File: config.mk
export PLATFORM = sky130hd
export DESIGN_NAME = ieee_mult_stream
export DESIGN_NICKNAME = d
export VERILOG_FILES = /design/src/rtl/ieee_mult_stream.sv
export SDC_FILE = /design/constraint.sdc
export NUM_CORES = 2
export LEC_CHECK = 0
export BUFFER_PORTS_ARGS = -buffer_cell sky130_fd_sc_hd__buf_2
export CAP_MARGIN = 10
export CORE_UTILIZATION = 55
export DETAILED_ROUTE_END_ITERATION = 8
export PLACE_DENSITY = 0.73
export SLEW_MARGIN = 20
export SYNTH_ARGS = -nofsm -noshare
export SYNTH_HDL_FRONTEND = slang
export SYNTH_SLANG_ARGS = --single-unit
File: constraint.sdc
create_clock -name clk_i -period 2.53 [get_ports clk_i]
set_input_delay 0.253 -clock clk_i [delete_from_list [all_inputs] [get_ports clk_i]]
set_output_delay 0.253 -clock clk_i [all_outputs]
set_load 0.02 [all_outputs]
File: src/rtl/ieee_mult_stream.sv
// Streaming IEEE 754 binary multiplier with valid/ready on both sides.
// Ports: clk_i/rst_ni; in_valid_i/in_ready_o with operand_a_i, operand_b_i,
//   tag_i; out_valid_o/out_ready_i with result_o, tag_o, flags_o {NV,OF,UF,NX}.
module ieee_mult_stream #(
    parameter int unsigned ExpWidth  = 8,
    parameter int unsigned ManWidth  = 23,
    parameter int unsigned Latency   = 2,
    parameter int unsigned TagWidth  = 4,
    parameter int unsigned DataWidth = 1 + ExpWidth + ManWidth
) (
    input  logic                 clk_i,
    input  logic                 rst_ni,
    input  logic                 in_valid_i,
    output logic                 in_ready_o,
    input  logic [DataWidth-1:0] operand_a_i,
    input  logic [DataWidth-1:0] operand_b_i,
    input  logic [TagWidth-1:0]  tag_i,
    output logic                 out_valid_o,
    input  logic                 out_ready_i,
    output logic [DataWidth-1:0] result_o,
    output logic [TagWidth-1:0]  tag_o,
    output logic [3:0]           flags_o
);

    if (Latency < 1) begin : g_bad_latency
        $error("ieee_mult_stream: Latency must be >= 1");
    end
    if (ExpWidth < 2 || ManWidth < 2 || TagWidth < 1) begin : g_bad_width
        $error("ieee_mult_stream: illegal field width");
    end

    localparam int unsigned ProdWidth = 2 * ManWidth + 2;
    localparam int unsigned EW        = ExpWidth + 2;
    localparam int unsigned Bias      = 2 ** (ExpWidth - 1) - 1;
    localparam int unsigned EMax      = 2 ** ExpWidth - 1;

    // ---------------- operand decode ----------------
    logic                sign_a, sign_b, sign_p;
    logic [ExpWidth-1:0] exp_a, exp_b;
    logic [ManWidth-1:0] man_a, man_b;

    assign {sign_a, exp_a, man_a} = operand_a_i;
    assign {sign_b, exp_b, man_b} = operand_b_i;
    assign sign_p = sign_a ^ sign_b;

    logic ones_a, ones_b;
    logic zero_a, zero_b;
    logic inf_a, inf_b;
    logic nan_a, nan_b;
    logic snan;

    assign ones_a = &exp_a;
    assign ones_b = &exp_b;
    // Subnormals flush to zero: a zero exponent field is treated as zero.
    assign zero_a = (exp_a == '0);
    assign zero_b = (exp_b == '0);
    assign inf_a  = ones_a & (man_a == '0);
    assign inf_b  = ones_b & (man_b == '0);
    assign nan_a  = ones_a & (man_a != '0);
    assign nan_b  = ones_b & (man_b != '0);
    assign snan   = (nan_a & ~man_a[ManWidth-1]) | (nan_b & ~man_b[ManWidth-1]);

    // ---------------- normal path ----------------
    logic [ProdWidth-1:0] prod;
    logic [ProdWidth-2:0] norm;
    logic [ManWidth-1:0]  mant;
    logic                 guard, sticky, rnd_up;
    logic [ManWidth:0]    mant_r;
    logic [EW-1:0]        exp_sum;
    logic                 ovf, unf;

    always_comb begin
        prod = ProdWidth'({1'b1, man_a}) * ProdWidth'({1'b1, man_b});
        // Align so the leading one sits just above norm[ProdWidth-2].
        norm = prod[ProdWidth-1] ? prod[ProdWidth-2:0]
                                 : {prod[ProdWidth-3:0], 1'b0};
        mant   = norm[ProdWidth-2 -: ManWidth];
        guard  = norm[ManWidth];
        sticky = |norm[ManWidth-1:0];
        rnd_up = guard & (sticky | mant[0]);
        // A carry out (1.11..1 + ulp) leaves the low bits zero, which is
        // already the correctly shifted mantissa of 1.0.
        mant_r = {1'b0, mant} + (ManWidth + 1)'(rnd_up);
        exp_sum = {2'b00, exp_a} + {2'b00, exp_b}
                + EW'(prod[ProdWidth-1]) + EW'(mant_r[ManWidth])
                - EW'(Bias);
        unf = exp_sum[EW-1] | (exp_sum == '0);
        ovf = ~exp_sum[EW-1] & (exp_sum >= EW'(EMax));
    end

    // ---------------- result selection ----------------
    logic [DataWidth-1:0] res_d;
    logic [3:0]           flg_d;
    logic                 inv_op;

    assign inv_op = (inf_a & zero_b) | (zero_a & inf_b);

    always_comb begin
        res_d = '0;
        flg_d = '0;
        if (nan_a | nan_b | inv_op) begin
            res_d = {1'b0, {ExpWidth{1'b1}}, 1'b1, {(ManWidth-1){1'b0}}};
            flg_d = {inv_op | snan, 3'b000};
        end else if (inf_a | inf_b) begin
            res_d = {sign_p, {ExpWidth{1'b1}}, {ManWidth{1'b0}}};
        end else if (zero_a | zero_b) begin
            res_d = {sign_p, {(DataWidth-1){1'b0}}};
        end else if (ovf) begin
            res_d = {sign_p, {ExpWidth{1'b1}}, {ManWidth{1'b0}}};
            flg_d = 4'b0101;
        end else if (unf) begin
            res_d = {sign_p, {(DataWidth-1){1'b0}}};
            flg_d = 4'b0011;
        end else begin
            res_d = {sign_p, exp_sum[ExpWidth-1:0], mant_r[ManWidth-1:0]};
            flg_d = {3'b000, guard | sticky};
        end
    end

    // ---------------- elastic pipeline ----------------
    logic [Latency-1:0]  vld;
    logic [Latency-1:0]  en;
    logic [DataWidth-1:0] res_q [Latency];
    logic [TagWidth-1:0]  tag_q [Latency];
    logic [3:0]           flg_q [Latency];

    // Stage k may load when it is empty or its content moves on; this
    // ripples back from out_ready_i so bubbles collapse.
    always_comb begin
        logic ok;
        ok = out_ready_i;
        en = '0;
        for (int k = int'(Latency) - 1; k >= 0; k--) begin
            ok    = ok | ~vld[k];
            en[k] = ok;
        end
    end

    always_ff @(posedge clk_i or negedge rst_ni) begin
        if (!rst_ni) begin
            for (int k = 0; k < int'(Latency); k++) begin
                vld[k]   <= 1'b0;
                res_q[k] <= '0;
                tag_q[k] <= '0;
                flg_q[k] <= '0;
            end
        end else begin
            if (en[0]) begin
                vld[0] <= in_valid_i;
                if (in_valid_i) begin
                    res_q[0] <= res_d;
                    tag_q[0] <= tag_i;
                    flg_q[0] <= flg_d;
                end
            end
            for (int k = 1; k < int'(Latency); k++) begin
                if (en[k]) begin
                    vld[k] <= vld[k-1];
                    if (vld[k-1]) begin
                        res_q[k] <= res_q[k-1];
                        tag_q[k] <= tag_q[k-1];
                        flg_q[k] <= flg_q[k-1];
                    end
                end
            end
        end
    end

    assign in_ready_o  = en[0];
    assign out_valid_o = vld[Latency-1];
    assign result_o    = res_q[Latency-1];
    assign tag_o       = tag_q[Latency-1];
    assign flags_o     = flg_q[Latency-1];

endmodule
## Word-level counts from Yosys, hierarchy flattened

Cells that the tools add are included.

- Register bits after elaboration: 82
- Output and inout port bits: 42
- Word-level logic and storage cells: 66

- Add/sub/neg operators: 5
- $mul: 1
- Order comparisons: 1
- Multiplexer cells: 11
- Bitwise gates (word level): 28
- Reduce and logical (&&, ||, !) cells: 12

Operator list:

| operator | count |
|---|---|
| $mux W31 | 4 |
| $mul A24 B24 Y48 | 1 |
| $mux W47 | 1 |
| $logic_not A23 Y1 | 2 |
| $reduce_bool A23 Y1 | 2 |
| $mux W32 | 1 |
| $add A23 B1 Y24 | 1 |
| $reduce_or A23 Y1 | 1 |
| $logic_not A8 Y1 | 2 |
| $reduce_and A8 Y1 | 2 |
| $or A1 B1 Y1 | 12 |
| $add A10 B1 Y10 | 1 |
| $add A9 B1 Y10 | 1 |
| $and A1 B1 Y1 | 10 |
| $ge A10 B8 Y1 const B | 1 |
| $logic_not A10 Y1 | 1 |
| $sub A10 B7 Y10 const B | 1 |
| $add A8 B8 Y9 | 1 |
| $mux W3 | 3 |
| $not A1 Y1 | 5 |
| $mux W4 | 1 |
| $reduce_and A2 Y1 | 2 |
| $mux W2 | 1 |
| $xor A1 B1 Y1 | 1 |

## Depth between registers and ports, before layout

- Depth in word-level cells: 15
- Gate-level depth with buffers: 45
- Depth with buffers taken out: 40

## Worst setup path after synthesis

OpenSTA, ideal clock, no wires.

- Path type: in2reg
- Start: input port operand_b_i[12]
- End: register res_q[51] (netlist bit)
- Library setup time: 66 ps
- Arrival: 10337 ps
- Slack: -7873 ps
- Stages: 43
- Buffers on the path: 5
- Path through: clkbuf_1 clkbuf_1 nand2_1 fa_1 inv_1 fa_1 inv_1 fa_1 inv_1 fa_1 fa_1 fa_1 inv_1 fa_1 inv_1 ha_1 buf_2 nand2_1 (+7 left out) nand3_2 nor4_2 nor4bb_1 fa_1 inv_1 fa_1 nor2b_1 o21ai_0 a21boi_0 o211ai_1 a21oi_1 or3_1 o311ai_1 or3_1 or2_2 clkbuf_1 a2111oi_1 a221o_1

- Cells in the longest elaborated chain, start to end: 15
- Elaborated cells on any way between the ends: 28

Ends and longest elaborated chain:

| item | RTL line | text |
|---|---|---|
| from (decl) | 16 | `input logic [DataWidth-1:0] operand_b_i,` |
| branches (longest 14 deep; another with $mul A24 B24 Y48) | n/a |  |
| $mux W32 (*) | 101 | `if (nan_a \| nan_b \| inv_op) begin` |
| to (signal, indexed assignment) | 160 | `res_q[k] <= res_q[k-1];` |
| to (decl) | 123 | `logic [DataWidth-1:0] res_q [Latency];` |

Mark *: on every way between the ends.
A chain may end at the register's enable or synchronous reset.

## Final worst setup path

- Start: input port operand_a_i[15]
- End: register res_q[51] (netlist bit)

- Cells in the longest elaborated chain, start to end: 15
- Elaborated cells on any way between the ends: 28

Ends and longest elaborated chain:

| item | RTL line | text |
|---|---|---|
| from (decl) | 15 | `input logic [DataWidth-1:0] operand_a_i,` |
| branches (longest 14 deep; another with $mul A24 B24 Y48) | n/a |  |
| $mux W32 (*) | 101 |  |

Marks and branches as above.

==> impl_metrics.ini <==
[sta]
finClkSkew_ns = 0.00841
setup_viol = 34
slew_headroom_pct = 46.0
slew_violations = 0
setup_tns_ns = -246.52
worstMarginPinSlew_ns = 0.803
rsz0062_at_grt = yes
layout_worst_path_cycle_share_pct = 391
fmax_mhz = 101
setup_ws_ns = -7.37
finalHoldViolCount = 0
min_period_ns = 9.90

[logic_synthesis]
seq_area_frac_synth_pct = 8.35
synth-edff-count = 0
ys_ff_latch = 82
ys_warn_count = 0
post-synth-top-count-cell = inv_1
dominantRegCellSynth = dfrtp_1
ys_top_cells_by_count = inv_1 (603), fa_1 (484), nand2_1 (370)
synth_area_per_cell_um2 = 8.82
synth_cell_types = 95
synth.top_cell.area_share_pct = 39.4
synthArstFlopShare_pct = 100
synth_cells = 2784
yosys.area.top_type = fa_1
yosys-top-cells-area = fa_1 (39%), ha_1 (9.6%), inv_1 (9.2%)
syn_area_um2 = 24600
syn_nets = 3528

[setup_path]
slowest_stage = fa_2
critPathMaxStageDelay_ns = 0.57
crit_type = input port to register
cpMostUsedCell = fa_2
start_kind = input port
critPathMaxFanout = 6
worst_ep_arrival_time_ns = 10.18
worstSetupEndpointType = register
cp.required_ns = 2.81

[floorplan]
start_util_pct = 55.7
fp-row-count = 77
die_w_um = 213
die_area_um2 = 45500
core-area_um2 = 44100
pin_count = 114
die_h_um = 213

[global_routing]
grt_max_degree = 83
track_usage_pct = 33.5
grt_pass1_wl_mm = 117
grt_pass1_vias = 22500
antenna_found_initial = 0
gr-total-overflow = 0

[drt]
drtAntennaViolNets = 0
num_vias = 21200
drc = 0
totalWireLength_mm = 73.6
first_pass_iters = 7
wl_per_cell_um = 19.0
drt_iter0_markers = 1728
vias_per_cell = 5.47

[place]
gp_congestion = 0.942
port_buffers = 113
dp.final_hpwl_mm = 62.2
place_area_um2 = 28800
placed_cells = 3782

[finish]
nets = 4016
instances_no_fill = 3869
area_delta_synth_final_pct = 24.8
fin_util_pct = 69.5
diodes = 0
layout-drive-gt1-share_pct = 28.0
final_area_um2 = 30700

[outcome]
violations = setup timing
outcome = finished, violations left

[clock_tree]
cts_root_buf = clkbuf_16
clockBufferDepth = 2
cts_tree = yes
insertion_delay_ns = 0.33
clkTransAtPathRegs_ns = 0.07
cts.sinks = 82
h-tree-depth = 3
cts_buffers = 9

[hold_path]
min_path_type = input port to register

[run]
maxCapViolCount = 0
==> area by class of cell <==
type | instances | area (um2)
Multi-Input combinational cell | 1929 | 20100
Fill cell | 3469 | 13500
Timing Repair Buffer | 644 | 5140
Inverter | 606 | 2320
Sequential cell | 82 | 2050
Tap cell | 592 | 741
Clock buffer | 9 | 225
Clock inverter | 7 | 57.6
==> logic make-up after synthesis <==
logic type,share of synthesized area [%]
simple gates,17.7
buf+inv,12.5
fa+ha+maj,49.0
compound gates,7.75
flops,8.35
xor+xnor,2.52
mux,2.16
==> routing by layer <==
metal  wire length (um)  global-route usage, %
met5                  0                      0
met4               2670                   10.7
met3               6660                   5.68
met2              35100                   56.5
met1              29200                   44.0
==> cells in the final DEF (no fill, tap or decap), types with 11 or more instances in the layout <==
| master | count |
|---|---|
| nand2_1 | 362 |
| a21oi_1 | 64 |
| and2_4 | 24 |
| and2_1 | 224 |
| nor4_1 | 19 |
| xor2_1 | 24 |
| o21ai_1 | 20 |
| fa_2 | 26 |
| inv_2 | 35 |
| o21ai_0 | 39 |
| ha_1 | 174 |
| xnor2_1 | 36 |
| a21oi_2 | 18 |
| nand2b_1 | 14 |
| o211ai_1 | 11 |
| a21o_1 | 14 |
| buf_2 | 76 |
| fa_1 | 458 |
| buf_8 | 12 |
| mux2_2 | 41 |
| nand3_1 | 14 |
| nor3_1 | 19 |
| nand4_1 | 21 |
| buf_6 | 44 |
| buf_4 | 493 |
| buf_12 | 14 |
| nor2_1 | 89 |
| dfrtp_1 | 82 |
| inv_1 | 563 |
| ha_4 | 12 |
==> registers in the layout, indices dropped and copies added, names as in the netlist <==
register / flops
res_q: 32
result_o: 32
flags_o: 4
flg_q: 4
tag_o: 4
tag_q: 4
vld: 2
==> final timing paths <==
kind,start,to,slack (ns),cells past startpoint
setup / recovery,operand_a_i[15],res_q[51],-7.37,40
hold / removal,tag_i[2],tag_q[6],0.11,3
setup reg to reg,vld[1],res_q[51],0.40,8
hold reg to reg,tag_q[4],tag_q[4],0.48,2
max in group asynchronous,rst_ni,res_q[42],1.49,3
min in group asynchronous,rst_ni,tag_o[1],0.45,2
==> timing repair <==
action,in CTS,in global routing
hold endpoints to repair,0,41
setup buffers,52,19
hold buffers,0,1
resized for setup,183,91
setup endpoints to repair,34,34
pin swaps,45,77
cloned,2,1
==> critical path: cells and delay by family <==
kind	cells	cell delay, ns
simple gates	10	2.59
xor+xnor	1	0.22
compound gates	10	1.97
fa+ha+maj	10	4.30
mux	1	0.13
buf+inv	8	0.69
==> metrics by stage <==
step | hold slack, ns | worst slack, ns
after floorplan | -0.0426 | -7.17
after global placement | 0.447 | -7.80
after detailed placement | 0.451 | -7.99
after CTS | 0.110 | -7.20
after global routing | 0.111 | -7.76
final | 0.113 | -7.37
Power is not shown: default switching activity piles up to over one toggle a cycle in this logic, so the estimate is an artifact.
